`src/rtl/spi_cmd_pkg.sv`:
```
// rtl/spi_cmd_pkg.sv - shared types and constants for the SPI command receiver
package spi_cmd_pkg;

    typedef enum logic [1:0] {
        WAIT_IDLE = 2'd0,
        IDLE      = 2'd1,
        ACTIVE    = 2'd2
    } rx_state_e;

    localparam logic [3:0] DEV_MODE     = 4'd0;
    localparam logic [3:0] DEV_DDS_RAM  = 4'd1;
    localparam logic [3:0] DEV_DDS_CODE = 4'd2;
    localparam logic [3:0] DEV_READ     = 4'd8;

    localparam logic [7:0] MODE_NONE = 8'd0;
    localparam logic [7:0] MODE_DDS  = 8'd1;

    localparam int         DEFAULT_FRAME_BITS = 36;
    localparam logic [5:0] CMD_LEN_MAX        = 6'd63;

endpackage

```
`src/rtl/sync_2ff.sv`:
```
// rtl/sync_2ff.sv - STAGES-deep synchronizer for one asynchronous input
module sync_2ff #(
    parameter int   STAGES    = 2,
    parameter logic RESET_VAL = 1'b0
) (
    input  logic clk,
    input  logic nreset,
    input  logic d,
    output logic q
);

    logic [STAGES-1:0] chain;

    always_ff @(posedge clk or negedge nreset) begin
        if (!nreset) begin
            chain <= {STAGES{RESET_VAL}};
        end else begin
            chain <= {chain[STAGES-2:0], d};
        end
    end

    assign q = chain[STAGES-1];

endmodule

```
`src/rtl/spi_cmd_receiver.sv`:
```
// rtl/spi_cmd_receiver.sv - SPI mode-0 command frame receiver with response shifter
// Optional frame length checking with len_err output: SPI_CMD_LEN_CHECK_EN.
module spi_cmd_receiver
    import spi_cmd_pkg::*;
#(
    parameter int FRAME_BITS  = DEFAULT_FRAME_BITS,
    parameter int ID_BITS     = 4,
    parameter int RSP_BITS    = 32,
    parameter int SYNC_STAGES = 2
) (
    input  logic                          clk,
    input  logic                          nreset,
    input  logic                          sclk,
    input  logic                          ncs,
    input  logic                          di,
    output logic                          dout,
    input  logic [RSP_BITS-1:0]           rsp_data,
    output logic                          cmd_valid,
    input  logic                          cmd_ready,
    output logic [ID_BITS-1:0]            cmd_id,
    output logic [FRAME_BITS-ID_BITS-1:0] cmd_data,
    output logic [5:0]                    cmd_len,
    output logic                          cmd_overflow,
`ifdef SPI_CMD_LEN_CHECK_EN
    output logic                          len_err,
`endif
    output logic                          busy
);

    localparam int              WCNT_W   = $clog2(SYNC_STAGES + 2);
    localparam logic [WCNT_W-1:0] WAIT_CNT = WCNT_W'(SYNC_STAGES);

    logic ncs_s, sclk_s, di_s;
    logic ncs_q, sclk_q;
    logic ncs_fall, ncs_rise, sclk_rise, sclk_fall;

    sync_2ff #(.STAGES(SYNC_STAGES), .RESET_VAL(1'b1)) u_sync_ncs (
        .clk(clk), .nreset(nreset), .d(ncs), .q(ncs_s)
    );
    sync_2ff #(.STAGES(SYNC_STAGES), .RESET_VAL(1'b0)) u_sync_sclk (
        .clk(clk), .nreset(nreset), .d(sclk), .q(sclk_s)
    );
    sync_2ff #(.STAGES(SYNC_STAGES), .RESET_VAL(1'b0)) u_sync_di (
        .clk(clk), .nreset(nreset), .d(di), .q(di_s)
    );

    always_ff @(posedge clk or negedge nreset) begin
        if (!nreset) begin
            ncs_q  <= 1'b1;
            sclk_q <= 1'b0;
        end else begin
            ncs_q  <= ncs_s;
            sclk_q <= sclk_s;
        end
    end

    assign ncs_fall  = ncs_q & ~ncs_s;
    assign ncs_rise  = ~ncs_q & ncs_s;
    assign sclk_rise = ~sclk_q & sclk_s;
    assign sclk_fall = sclk_q & ~sclk_s;

    rx_state_e         state, state_next;
    logic [WCNT_W-1:0] idle_cnt;

    // The ncs chain resets to 1, so ncs must read high for SYNC_STAGES cycles of
    // real pin samples before leaving WAIT_IDLE; otherwise a held-low ncs looks idle.
    always_ff @(posedge clk or negedge nreset) begin
        if (!nreset) begin
            idle_cnt <= '0;
        end else if (state == WAIT_IDLE && ncs_s) begin
            if (idle_cnt != WAIT_CNT) idle_cnt <= idle_cnt + 1'b1;
        end else begin
            idle_cnt <= '0;
        end
    end

    always_ff @(posedge clk or negedge nreset) begin
        if (!nreset) state <= WAIT_IDLE;
        else         state <= state_next;
    end

    always_comb begin
        state_next = state;
        case (state)
            WAIT_IDLE: if (ncs_s && idle_cnt == WAIT_CNT) state_next = IDLE;
            IDLE:      if (ncs_fall) state_next = ACTIVE;
            ACTIVE:    if (ncs_rise) state_next = IDLE;
            default:   state_next = WAIT_IDLE;
        endcase
    end

    logic [FRAME_BITS-1:0] shift_reg;
    logic [5:0]            bitcnt;
    logic [RSP_BITS-1:0]   rsp_shift;
    logic                  frame_start, frame_end, len_bad, deliver;

    assign frame_start = (state == IDLE) && ncs_fall;
    assign frame_end   = (state == ACTIVE) && ncs_rise;

    // A bit clocked in on the same cycle as the ncs fall lands after the clear.
    always_ff @(posedge clk or negedge nreset) begin
        if (!nreset) begin
            shift_reg <= '0;
            bitcnt    <= '0;
            rsp_shift <= '0;
        end else if (frame_start) begin
            shift_reg <= sclk_rise ? {{(FRAME_BITS-1){1'b0}}, di_s} : '0;
            bitcnt    <= sclk_rise ? 6'd1 : 6'd0;
            rsp_shift <= rsp_data;
        end else if (state == ACTIVE && !ncs_s) begin
            if (sclk_rise) begin
                shift_reg <= {shift_reg[FRAME_BITS-2:0], di_s};
                if (bitcnt != CMD_LEN_MAX) bitcnt <= bitcnt + 6'd1;
            end
            if (sclk_fall) rsp_shift <= {rsp_shift[RSP_BITS-2:0], 1'b0};
        end
    end

`ifdef SPI_CMD_LEN_CHECK_EN
    assign len_bad = (bitcnt != 6'd0) && (bitcnt != 6'(FRAME_BITS));
`else
    assign len_bad = 1'b0;
`endif
    assign deliver = frame_end && (bitcnt != 6'd0) && !len_bad;

    always_ff @(posedge clk or negedge nreset) begin
        if (!nreset) begin
            cmd_valid    <= 1'b0;
            cmd_id       <= '0;
            cmd_data     <= '0;
            cmd_len      <= '0;
            cmd_overflow <= 1'b0;
        end else begin
            cmd_overflow <= 1'b0;
            if (deliver && cmd_valid && !cmd_ready) begin
                cmd_overflow <= 1'b1;
            end else if (deliver) begin
                cmd_valid <= 1'b1;
                cmd_id    <= shift_reg[ID_BITS-1:0];
                cmd_data  <= shift_reg[FRAME_BITS-1:ID_BITS];
                cmd_len   <= bitcnt;
            end else if (cmd_valid && cmd_ready) begin
                cmd_valid <= 1'b0;
            end
        end
    end

`ifdef SPI_CMD_LEN_CHECK_EN
    always_ff @(posedge clk or negedge nreset) begin
        if (!nreset) len_err <= 1'b0;
        else         len_err <= frame_end && len_bad;
    end
`endif

    assign busy = (state == ACTIVE);
    assign dout = busy ? rsp_shift[RSP_BITS-1] : 1'b1;

endmodule

```
`config.mk`:
```
export PLATFORM = sky130hd
export DESIGN_NAME = spi_cmd_receiver
export DESIGN_NICKNAME = d
export VERILOG_FILES = /design/src/rtl/spi_cmd_pkg.sv /design/src/rtl/sync_2ff.sv /design/src/rtl/spi_cmd_receiver.sv
export SDC_FILE = /design/constraint.sdc
export NUM_CORES = 1
export LEC_CHECK = 0
export CAP_MARGIN = 40
export CORE_ASPECT_RATIO = 0.7
export CORE_MARGIN = 2
export CORE_UTILIZATION = 30
export DETAILED_ROUTE_END_ITERATION = 10
export REMOVE_ABC_BUFFERS = 1
export SLEW_MARGIN = 20
export SYNTH_ARGS = -nofsm -noshare
export SYNTH_HDL_FRONTEND = slang
export SYNTH_SLANG_ARGS = --single-unit
export TNS_END_PERCENT = 30
```
`constraint.sdc`:
```
create_clock -name clk -period 2.7 [get_ports clk]
set_input_delay 0.27 -clock clk [delete_from_list [all_inputs] [get_ports clk]]
set_output_delay 0.27 -clock clk [all_outputs]
set_load 0.05 [all_outputs]
```
* Word-level counts from Yosys, hierarchy flattened *
Index checks and enable logic that the tools add are counted.

cells by class
  equality and inequality tests = 9
  multiplexer cells = 22
  $add $sub $neg = 2
  bitwise logic cells = 9
  reduce and logical (&&, ||, !) cells = 24

operators with widths
  cell                                                 count
  2-to-1 mux 36 bit                                    3
  2-to-1 mux 32 bit                                    3
  2-to-1 mux 6 bit                                     4
  2-to-1 mux 2 bit                                     5
  nonzero test 2 bit                                   5
  logical AND 1 bit                                    9
  AND reduction 2 bit                                  4
  adder 6 x 1 -> 6 bit, second input constant          1
  2-to-1 mux 1 bit                                     6
  != test 2 x 1 -> 1 bit, second input constant        3
  != test 6 bit, second input constant                 1
  case mux 2 bit (3 select lines)                      1
  AND reduction 3 bit                                  2
  nonzero test 6 bit                                   1
  NOT 1 bit                                            5
  AND 1 bit                                            4
  equality test 2 bit, second input constant           2
  != test 2 bit, second input constant                 2
  adder 2 x 1 -> 2 bit, second input constant          1
  equality test 2 x 1 -> 1 bit, second input constant  1
  zero test 1 bit                                      2
  zero test 2 bit                                      1

word-level totals
  output and inout port bits = 46
  bits in registers = 130
  input port bits = 38

* Depth between registers and ports, before layout *
Gate-level depths: netlist of the first run.

  depth in word-level cells = 8
  depth in mapped cells = 6
  depth with buffers taken out = 5

* Modules after synthesis *
From an unflattened synthesis of the first run, not the netlist that was laid out.

unflattened totals
  cells, all modules = 464
  area total of the unflattened synthesis = 5403.9 um^2

modules (own cells, without submodules)
  module                     times used  area an instance (um^2)  cells each  sequential area each (um^2)
  spi_cmd_receiver           1           5251.3                   458         3104.2
  sync_2ff at u_sync_di ...  2           50.0                     2           50.0
  sync_2ff at u_sync_ncs     1           52.6                     2           52.6

* Least setup slack after synthesis of the first run *
Ideal clock, no wire load.

  kind = flip-flop to output port
  from = reg state[0]
  to = out dout
  arrival time = 1.730 ns
  slack = 0.700 ns
  path buffers = 0
  stages on the path, launching flop included = 3
  required time = 2.430 ns
  cells stage by stage = dfrtp_1 nor2b_1 nand2b_1

on the way
  word-level cells in the longest chain between the ends = 2

ends and longest elaborated chain
  element                 line                     source
  start, declared         spi_cmd_receiver.sv:62   rx_state_e state, state_next;
  start signal, assigned  spi_cmd_receiver.sv:79   else state <= state_next;
  equality test 2 bit     spi_cmd_receiver.sv:155  assign busy = (state == ACTIVE);
  named net busy          spi_cmd_receiver.sv:27   output logic busy
  2-to-1 mux 1 bit        spi_cmd_receiver.sv:156  assign dout = busy ? rsp_shift[RSP_BITS-1] : 1'b1;
  end, declared           spi_cmd_receiver.sv:16   output logic dout,

The timed path passes the listed nets, and every way through them passes these cells.

* Worst setup path in the final report of the first run *
  from = reg state[1]
  to = out busy

on the way
  word-level cells in the longest chain between the ends = 1

ends and longest elaborated chain
  element              line
  equality test 2 bit  spi_cmd_receiver.sv:155
  end, declared        spi_cmd_receiver.sv:27

Every way passes these cells.

==> flow_metrics.py, run 1 <==
metrics = {
    "outcome": {
        "status": "finished, final reports clean",
    },
    "placement": {
        "dpl.hpwl_um": 7890,
        "place_area_um2": 6530,
        "dp_cells": 734,
        "io_buffers": 83,
        "pre_cts_slack_ns": 0.514,
        "place_congestion": 0.747,
    },
    "floorplanning": {
        "dieArea_um2": 19200,
        "die_h_um": 117,
        "start_util_pct": 30.4,
        "coreArea_um2": 17900,
        "ioPinCount": 84,
        "chipWidth_um": 165,
        "num_rows": 41,
    },
    "timing": {
        "hold_viol_final": 0,
        "timing.final.crit_share_pct": 87.2,
        "tightest_slew_ns": 0.709,
        "worst_slack_ns": 0.346,
        "fmax_mhz": 425,
        "skew_ns": 0.00829,
        "fin_hold_ws_ns": 0.292,
        "slew_headroom_pct": 52.7,
        "finalSetupViolCount": 0,
        "setup-tns-final_ns": 0,
        "final.min_clock_period_ns": 2.35,
        "rsz0062_at_grt": "no",
        "drv_slew": 0,
    },
    "cts": {
        "clock-sinks": 130,
        "htreeDepth": 4,
        "cts_tree": "done",
        "path_clk_slew_ns": 0.06,
        "cts_buffers": 17,
        "post_cts_resized": 0,
        "cts-root-buf": "clkbuf_16",
        "cts_buffer_depth": 2,
        "post-cts-setup-buffer-count": 0,
        "hold_buffers": 1,
        "clock_latency_ns": 0.40,
    },
    "power_and_ir_drop": {
        "leakage_nw": 3.23,
        "ir_drop_uv": 376,
        "p_total_mw": 6.09,
        "power.density_nw_per_um2": 840,
    },
    "final_layout": {
        "final_cell_mix": "dfrtp_1, clkdlybuf4s50_1, a21oi_1",
        "fin_area_um2": 7250,
        "drive_above_1_share_pct": 18.5,
        "antennaDiodeCount": 0,
        "syn_to_final_growth_pct": 33.4,
        "utilization_pct": 40.5,
        "largest_reg_flops": 36,
        "fin_cells": 767,
        "final_common_cell": "dfrtp_1",
        "nNetsFinal": 559,
    },
    "worst_setup_path": {
        "cp.arrival_ns": 2.08,
        "timing.rr.start": "bitcnt[0]",
        "cp_max_fo": 8,
        "worstPathCellList": "nor2b_1 -> clkdlybuf4s50_1",
        "worstPathRequired_ns": 2.43,
        "worst-path-buf-inv": 1,
        "cp_slowest_cell": "clkdlybuf4s50_1",
        "path_class": "register to output port",
        "reg2reg_to": "cmd_data[11]",
        "rr_worst_depth": 6,
        "rrSetupSlack_ns": 0.52,
        "cp_slowest_stage_delay_ns": 0.87,
        "cp-start-kind": "register",
        "endpoint_kind": "output port",
        "critPathLaunch": "state[1]",
        "crit_family": "buffers and inverters",
    },
    "synth": {
        "ys_warn_count": 0,
        "synth.yosys.seq_area_share_pct": 59.9,
        "ys_types": 43,
        "ys_seq_elements": 130,
        "synthCells": 442,
        "syn_avg_cell_area_um2": 12.3,
        "synthesis.area_um2": 5440,
    },
    "global_route": {
        "grt_pass1_wl_um": 20600,
        "gr-total-overflow": 0,
        "grt_util_all_layers_pct": 13.7,
        "antenna_found_initial": 0,
        "grt_pass1_vias": 3936,
        "grt_max_degree": 74,
    },
    "detailed_routing": {
        "met3WireLength_um": 706,
        "drtPass1Iterations": 5,
        "drt_first_iter_violations": 350,
        "wl_per_cell_um": 16.1,
        "viasPerCell": 5.01,
        "top_layer": "met4",
        "num_vias": 3839,
        "wl_um": 12400,
        "drt-met1-wl_um": 6040,
        "final_antenna_net_count": 0,
        "drc": 0,
        "wl_met2_um": 5590,
    },
    "run": {
        "maxCapViolations": 0,
    },
    "min_path": {
        "whs_endpoint": "u_sync_ncs.chain[0]",
        "hold_path.startpoint": "ncs",
        "hp-class": "input port to register",
        "min_path_cells": 1,
    },
}
==> worst register-to-register path, stage by stage (launching register included) <==
cell	delay, ns
dfrtp_1	0.43
inv_1	0.10
ha_1	0.15
or4b_4	0.47
o211ai_4	0.24
buf_12	0.28
mux2_2	0.40
==> cell type report <==
class	count	area [um^2]
Clock inverter	12	250
Multi-Input combinational cell	269	2020
Inverter	6	22.5
Sequential cell	130	3260
Fill cell	1659	10700
Tap cell	236	295
Clock buffer	20	467
Timing Repair Buffer	94	946
==> power breakdown <==
part	switching, mW	internal (mW)
Sequential	0.219	2.25
Clock	0.850	1.91
Combinational	0.435	0.436
==> worst max-delay path by stage <==
stage	to	slack [ns]	cells after the start
finish	busy	0.35	2
global route	busy	0.23	2
CTS	busy	0.30	2
global placement	cmd_data[28]	0.63	6
detailed placement	cmd_data[9]	0.51	6
floorplan	rsp_shift[10]	-4.94	3
==> synth_stat cells (all sizes together) <==
master,count,area [um^2]
inv,6,22.5
nor3b,2,20.0
or4b,1,13.8
or3b,1,8.76
dfstp,3,78.8
nand4bb,1,11.3
nand2,6,22.5
clkbuf,24,90.1
and3,4,27.5
o221ai,1,8.76
o211ai,3,36.3
a221o,31,310
a21oi,36,180
mux2,43,522
xor2,1,8.76
nor4bb,1,10.0
a22oi,1,7.51
nor2b,3,18.8
nor2,6,22.5
nand3,35,175
a41oi,1,8.76
nand2b,4,25.0
ha,3,37.5
o21ai,39,195
and2,32,200
a21boi,1,7.51
buf,13,87.6
or3,1,6.26
and4bb,1,12.5
a31oi,4,25.0
o21bai,1,7.51
nand4,1,6.26
dfrtp,127,3180
a311oi,4,35.0
o211a,1,10.0
==> cell families after synthesis <==
| logic type | synth area share (%) |
|---|---|
| buffers and inverters | 3.68 |
| adders and majority gates | 0.690 |
| xor gates and xnor gates | 0.161 |
| DFF | 59.9 |
| muxes | 9.60 |
| AOI/OAI and AO/OA | 15.3 |
| and+or+nand+nor | 10.7 |
==> metal layers <==
metal / GRT usage [%] / vias to the layer above
met5: 0 / -
met4: 3.77 / 0
met3: 3.52 / 6
met2: 20.8 / 121
met1: 19.5 / 1941
li1: - / 1771
No activity file was read; power rests on OpenSTA's default activity.
==> run 2: changes to the inputs <==
--- a/config.mk
+++ b/config.mk
@@ -8,7 +8,7 @@
 export CAP_MARGIN = 40
 export CORE_ASPECT_RATIO = 0.7
 export CORE_MARGIN = 2
-export CORE_UTILIZATION = 30
+export CORE_UTILIZATION = 40
 export DETAILED_ROUTE_END_ITERATION = 10
 export REMOVE_ABC_BUFFERS = 1
 export SLEW_MARGIN = 20
==> constraint.sdc (replaced) <==
create_clock -name clk -period 2.1 [get_ports clk]
set_input_delay 0.21 -clock clk [delete_from_list [all_inputs] [get_ports clk]]
set_output_delay 0.21 -clock clk [all_outputs]
set_load 0.05 [all_outputs]
==> flow_metrics.py, run 2 (same netlist as run 1, synthesis figures left out) <==
metrics = {
    "timing": {
        "finalSetupViolCount": 0,
        "skew_ns": 0.00985,
        "drv_slew": 0,
        "hold_viol_final": 0,
        "rsz0062_at_grt": "no",
        "slew_headroom_pct": 62.0,
        "worst_slack_ns": 0.0787,
        "timing.final.crit_share_pct": 96.3,
        "fmax_mhz": 495,
        "tightest_slew_ns": 0.570,
        "setup-tns-final_ns": 0,
        "final.min_clock_period_ns": 2.02,
    },
    "worst_setup_path": {
        "cp_max_fo": 26,
        "endpoint_kind": "register",
        "cp_slowest_stage_delay_ns": 0.48,
        "worstPathRequired_ns": 2.39,
        "path_class": "register to register",
        "worst-path-buf-inv": 2,
        "cp-start-kind": "register",
        "crit_family": "simple AND/OR/NAND/NOR gates",
        "cp.arrival_ns": 2.31,
        "worstPathCellList": "inv_2 -> ha_1 -> or4b_4 -> o211ai_4 -> buf_12 -> mux2_2",
        "cp_slowest_cell": "or4b_4",
    },
    "global_route": {
        "gr-total-overflow": 0,
        "antenna_found_initial": 0,
        "grt_pass1_wl_um": 19500,
        "grt_max_degree": 74,
        "grt_pass1_vias": 3726,
        "grt_util_all_layers_pct": 17.2,
    },
    "detailed_routing": {
        "drc": 0,
        "drt_first_iter_violations": 266,
        "final_antenna_net_count": 0,
        "viasPerCell": 5.27,
        "wl_per_cell_um": 16.1,
        "wl_um": 11600,
        "drtPass1Iterations": 4,
        "num_vias": 3810,
    },
    "outcome": {
        "status": "finished, final reports clean",
    },
    "floorplanning": {
        "num_rows": 35,
        "die_h_um": 102,
        "coreArea_um2": 13200,
        "start_util_pct": 41.1,
        "dieArea_um2": 14600,
        "chipWidth_um": 143,
        "ioPinCount": 84,
    },
    "placement": {
        "dp_cells": 690,
        "io_buffers": 83,
        "dpl.hpwl_um": 7140,
        "place_congestion": 0.736,
        "pre_cts_slack_ns": 0.0554,
    },
    "cts": {
        "path_clk_slew_ns": 0.06,
        "cts-root-buf": "clkbuf_16",
        "htreeDepth": 4,
        "cts_buffers": 17,
        "cts_buffer_depth": 2,
        "post-cts-setup-buffer-count": 0,
        "clock_latency_ns": 0.41,
        "cts_tree": "done",
        "clock-sinks": 130,
    },
    "final_layout": {
        "utilization_pct": 54.4,
        "drive_above_1_share_pct": 19.9,
        "fin_cells": 723,
        "final_common_cell": "dfrtp_1",
        "layout.area.seq_um2": 3260,
        "fill_cells": 1119,
        "syn_to_final_growth_pct": 32.2,
        "final_cell_mix": "dfrtp_1, clkdlybuf4s50_1, a21oi_1",
        "nNetsFinal": 566,
        "antennaDiodeCount": 0,
        "multi_input_area_um2": 2020,
        "largest_reg_flops": 36,
    },
    "run": {
        "maxCapViolations": 0,
    },
    "power_and_ir_drop": {
        "power.internal_mw": 5.45,
        "p_total_mw": 7.40,
        "clock_power_share_pct": 41.5,
        "p_seq_share_pct": 42.6,
        "switchingPower_mw": 1.95,
        "power.density_nw_per_um2": 1030,
        "ir_drop_uv": 594,
        "leakage_nw": 3.23,
        "swShare_pct": 26.3,
        "comb_power_share_pct": 15.8,
    },
    "min_path": {
        "hp-class": "input port to register",
    },
}
run 2: changes by cell type in the layout (fill, tap and decap cells not counted), sizes merged:
cell and delta:
clkinvlp +1, clkbuf +1, clkdlybuf4s50 -2, inv +1, bufinv -4, buf +9, clkinv +1
run 2: worst register-to-register path, cell delays in order (launching register included):
cell	delay, ns
dfrtp_1	0.39
inv_2	0.06
ha_1	0.14
or4b_4	0.48
o211ai_4	0.24
buf_12	0.23
mux2_2	0.37
run 2: path summary, 6_finish.rpt:
check	startpoint	endpoint	slack [ns]	cells past startpoint
worst max register to register	bitcnt[1]	cmd_data[3]	0.08	6
worst min-delay path	ncs	u_sync_ncs.chain[0]	0.21	1
worst min register to register	u_sync_sclk.chain[0]	u_sync_sclk.chain[1]	0.34	0
min in group asynchronous	nreset	cmd_data[23]	0.36	2
max in group asynchronous	nreset	u_sync_ncs.chain[0]	1.05	3
worst max-delay path	bitcnt[1]	cmd_data[3]	0.08	6
run 2: power groups by stage:
stage                     Sequential, mW  Combinational, mW  Clock, mW
after floorplan                     3.15              0.717          0
after global placement              3.17               1.13          0
after detailed placement            3.17               1.19          0
after CTS                           3.15               1.19       3.13
after global routing                3.20               1.31       3.24
final                               3.16               1.17       3.08
run 2: layout make-up:
| class | instances | share of cell area [%] |
|---|---|---|
| tap | 185 | 3.22 |
| inverter | 6 | 0.313 |
| multi-input combinational | 269 | 28.0 |
| clock buffer | 21 | 6.54 |
| timing repair buffer | 101 | 14.5 |
| clock inverter | 11 | 2.11 |
| sequential | 130 | 45.3 |
run 2: repair_timing:
action	4_1_cts	5_1_grt
gates resized for setup	0	1
setup endpoints to repair	0	11
hold endpoints to repair	56	0
hold buffers	1	0
run 2: metrics by stage:
step	hold slack, ns	cell area [um^2]
5_1_grt	0.197	7190
4_1_cts	0.193	7190
6_report	0.210	7190
3_3_place_gp	0.227	6560
3_5_place_dp	0.233	6560
2_1_floorplan	-0.0856	5260
run 2: layer usage:
metal / track usage (%) / vias up / wire, um
li1: - / 1784 / -
met2: 23.7 / 127 / 5040
met4: 4.98 / 0 / 37
met1: 26.3 / 1893 / 5940
met5: 0 / - / 0
met3: 4.68 / 6 / 622
==> run 3: changes to the inputs <==
==> constraint.sdc (replaced) <==
create_clock -name clk -period 2.3 [get_ports clk]
set_input_delay 0.23 -clock clk [delete_from_list [all_inputs] [get_ports clk]]
set_output_delay 0.23 -clock clk [all_outputs]
set_load 0.05 [all_outputs]
==> flow_metrics.py, run 3 (same netlist as run 1, synthesis figures left out) <==
metrics = {
    "outcome": {
        "status": "finished, final reports clean",
    },
    "global_route": {
        "grt_util_all_layers_pct": 17.2,
        "grt_max_degree": 73,
        "grt_use_met3_pct": 4.07,
        "grtUsageMet2_pct": 25.5,
        "gr-total-overflow": 0,
        "antenna_found_initial": 0,
        "grt_use_met1_pct": 25.2,
        "grt_pass1_vias": 3888,
        "grt_pass1_wl_um": 19600,
        "grt_busiest_layer": "met2",
    },
    "power_and_ir_drop": {
        "ir_drop_uv": 594,
        "clock_power_share_pct": 40.4,
        "switchingPower_mw": 1.64,
        "leakage_nw": 3.21,
        "power.internal_mw": 4.90,
        "p_seq_share_pct": 44.2,
        "comb_power_share_pct": 15.4,
        "power.density_nw_per_um2": 923,
        "swShare_pct": 25.1,
        "p_total_mw": 6.54,
    },
    "worst_setup_path": {
        "cp_max_fo": 8,
        "cp-start-kind": "register",
        "worstPathRequired_ns": 2.07,
        "cp.arrival_ns": 1.97,
        "path_class": "register to output port",
        "endpoint_kind": "output port",
    },
    "final_layout": {
        "syn_to_final_growth_pct": 30.4,
        "antennaDiodeCount": 0,
        "final_cell_mix": "dfrtp_1, clkdlybuf4s50_1, a21oi_1",
        "fill_cells": 1141,
        "drive_above_1_share_pct": 17.8,
        "utilization_pct": 53.6,
        "final_common_cell": "dfrtp_1",
        "largest_reg_flops": 36,
        "nNetsFinal": 563,
    },
    "floorplanning": {
        "coreArea_um2": 13200,
        "ioPinCount": 84,
        "start_util_pct": 41.1,
        "die_h_um": 102,
        "dieArea_um2": 14600,
        "chipWidth_um": 143,
        "num_rows": 35,
    },
    "timing": {
        "setup-tns-final_ns": 0,
        "worst_slack_ns": 0.101,
        "skew_ns": 0.00613,
        "tightest_slew_ns": 0.666,
        "timing.final.crit_share_pct": 95.6,
        "fin_hold_ws_ns": 0.237,
        "fmax_mhz": 455,
        "drv_slew": 0,
        "final.min_clock_period_ns": 2.20,
        "finalSetupViolCount": 0,
        "hold_viol_final": 0,
        "rsz0062_at_grt": "no",
        "slew_headroom_pct": 55.6,
    },
    "placement": {
        "place_congestion": 0.757,
        "dpl.hpwl_um": 7280,
        "io_buffers": 83,
        "pre_cts_slack_ns": 0.235,
    },
    "detailed_routing": {
        "wl_um": 11700,
        "drtPass1Iterations": 5,
        "final_antenna_net_count": 0,
        "drt_first_iter_violations": 233,
        "num_vias": 3824,
        "wl_per_cell_um": 16.3,
        "drc": 0,
        "viasPerCell": 5.33,
    },
    "run": {
        "maxCapViolations": 0,
    },
    "cts": {
        "cts_tree": "done",
        "post-cts-setup-buffer-count": 0,
        "htreeDepth": 4,
        "cts_buffers": 17,
        "cts_buffer_depth": 2,
        "path_clk_slew_ns": 0.05,
        "clock-sinks": 130,
        "clock_latency_ns": 0.40,
        "cts-root-buf": "clkbuf_16",
    },
    "min_path": {
        "hp-class": "input port to register",
    },
}
[run 3: changes by cell type in the layout (fill, tap and decap cells not counted), sizes merged]
cell / delta
buf: -5
clkinvlp: -4
clkbuf: +3
inv: -2
clkdlybuf4s50: +1
clkinv: +1
dlymetal6s2s: +1
[run 3: power by group through the flow]
| stage | combinational [mW] | clock (mW) | sequential (mW) |
|---|---|---|---|
| floorplan | 0.655 | 0 | 2.87 |
| global placement | 0.985 | 0 | 2.91 |
| detailed placement | 1.03 | 0 | 2.91 |
| CTS | 1.03 | 2.70 | 2.89 |
| global route | 1.13 | 2.79 | 2.93 |
| finish | 1.01 | 2.64 | 2.89 |
[run 3: critical path, stage by stage (launching register included)]
cell and delay, ns:
dfrtp_1 0.46, nor2b_1 0.20, nand2b_1 0.10, clkdlybuf4s50_1 0.80
[run 3: routing by layer]
| metal | vias to the layer above | wire [um] |
|---|---|---|
| met5 | - | 0 |
| met4 | 0 | 72 |
| met3 | 8 | 647 |
| met2 | 118 | 5170 |
| met1 | 1918 | 5790 |
| li1 | 1780 | - |
[run 3: area by class of cell]
type                    count  area, um^2  share of cell area (%)
clock buffers              24         472                    6.65
clock inverters             6         105                    1.48
inverters                   6        22.5                   0.318
multi-input cells         269        2020                    28.4
flip-flops and latches    130        3260                    45.9
well taps                 185         231                    3.26
repair buffers             98         987                    13.9
[run 3: metrics by stage]
| stage | std cells | instance area (um^2) |
|---|---|---|
| after floorplan | 405 | 5260 |
| after global placement | 687 | 6500 |
| after detailed placement | 687 | 6500 |
| after CTS | 718 | 7090 |
| after global routing | 718 | 7090 |
| final | 718 | 7090 |
[run 3: final timing paths]
check	slack [ns]	depth (start not counted)	start	end
setup reg to reg	0.24	6	bitcnt[0]	cmd_data[5]
max in group asynchronous	1.11	3	nreset	rsp_shift[12]
min in group asynchronous	0.43	2	nreset	cmd_id[2]
hold reg to reg	0.35	0	u_sync_sclk.chain[0]	u_sync_sclk.chain[1]
hold / removal	0.24	1	ncs	u_sync_ncs.chain[0]
setup / recovery	0.10	3	state[1]	dout
[run 3: repair_timing]
item                                    4_1_cts  5_1_grt
hold buffers                                  1        0
resized for setup                             0        1
hold endpoints to repair                     67        0
endpoints found under the setup margin        0        1
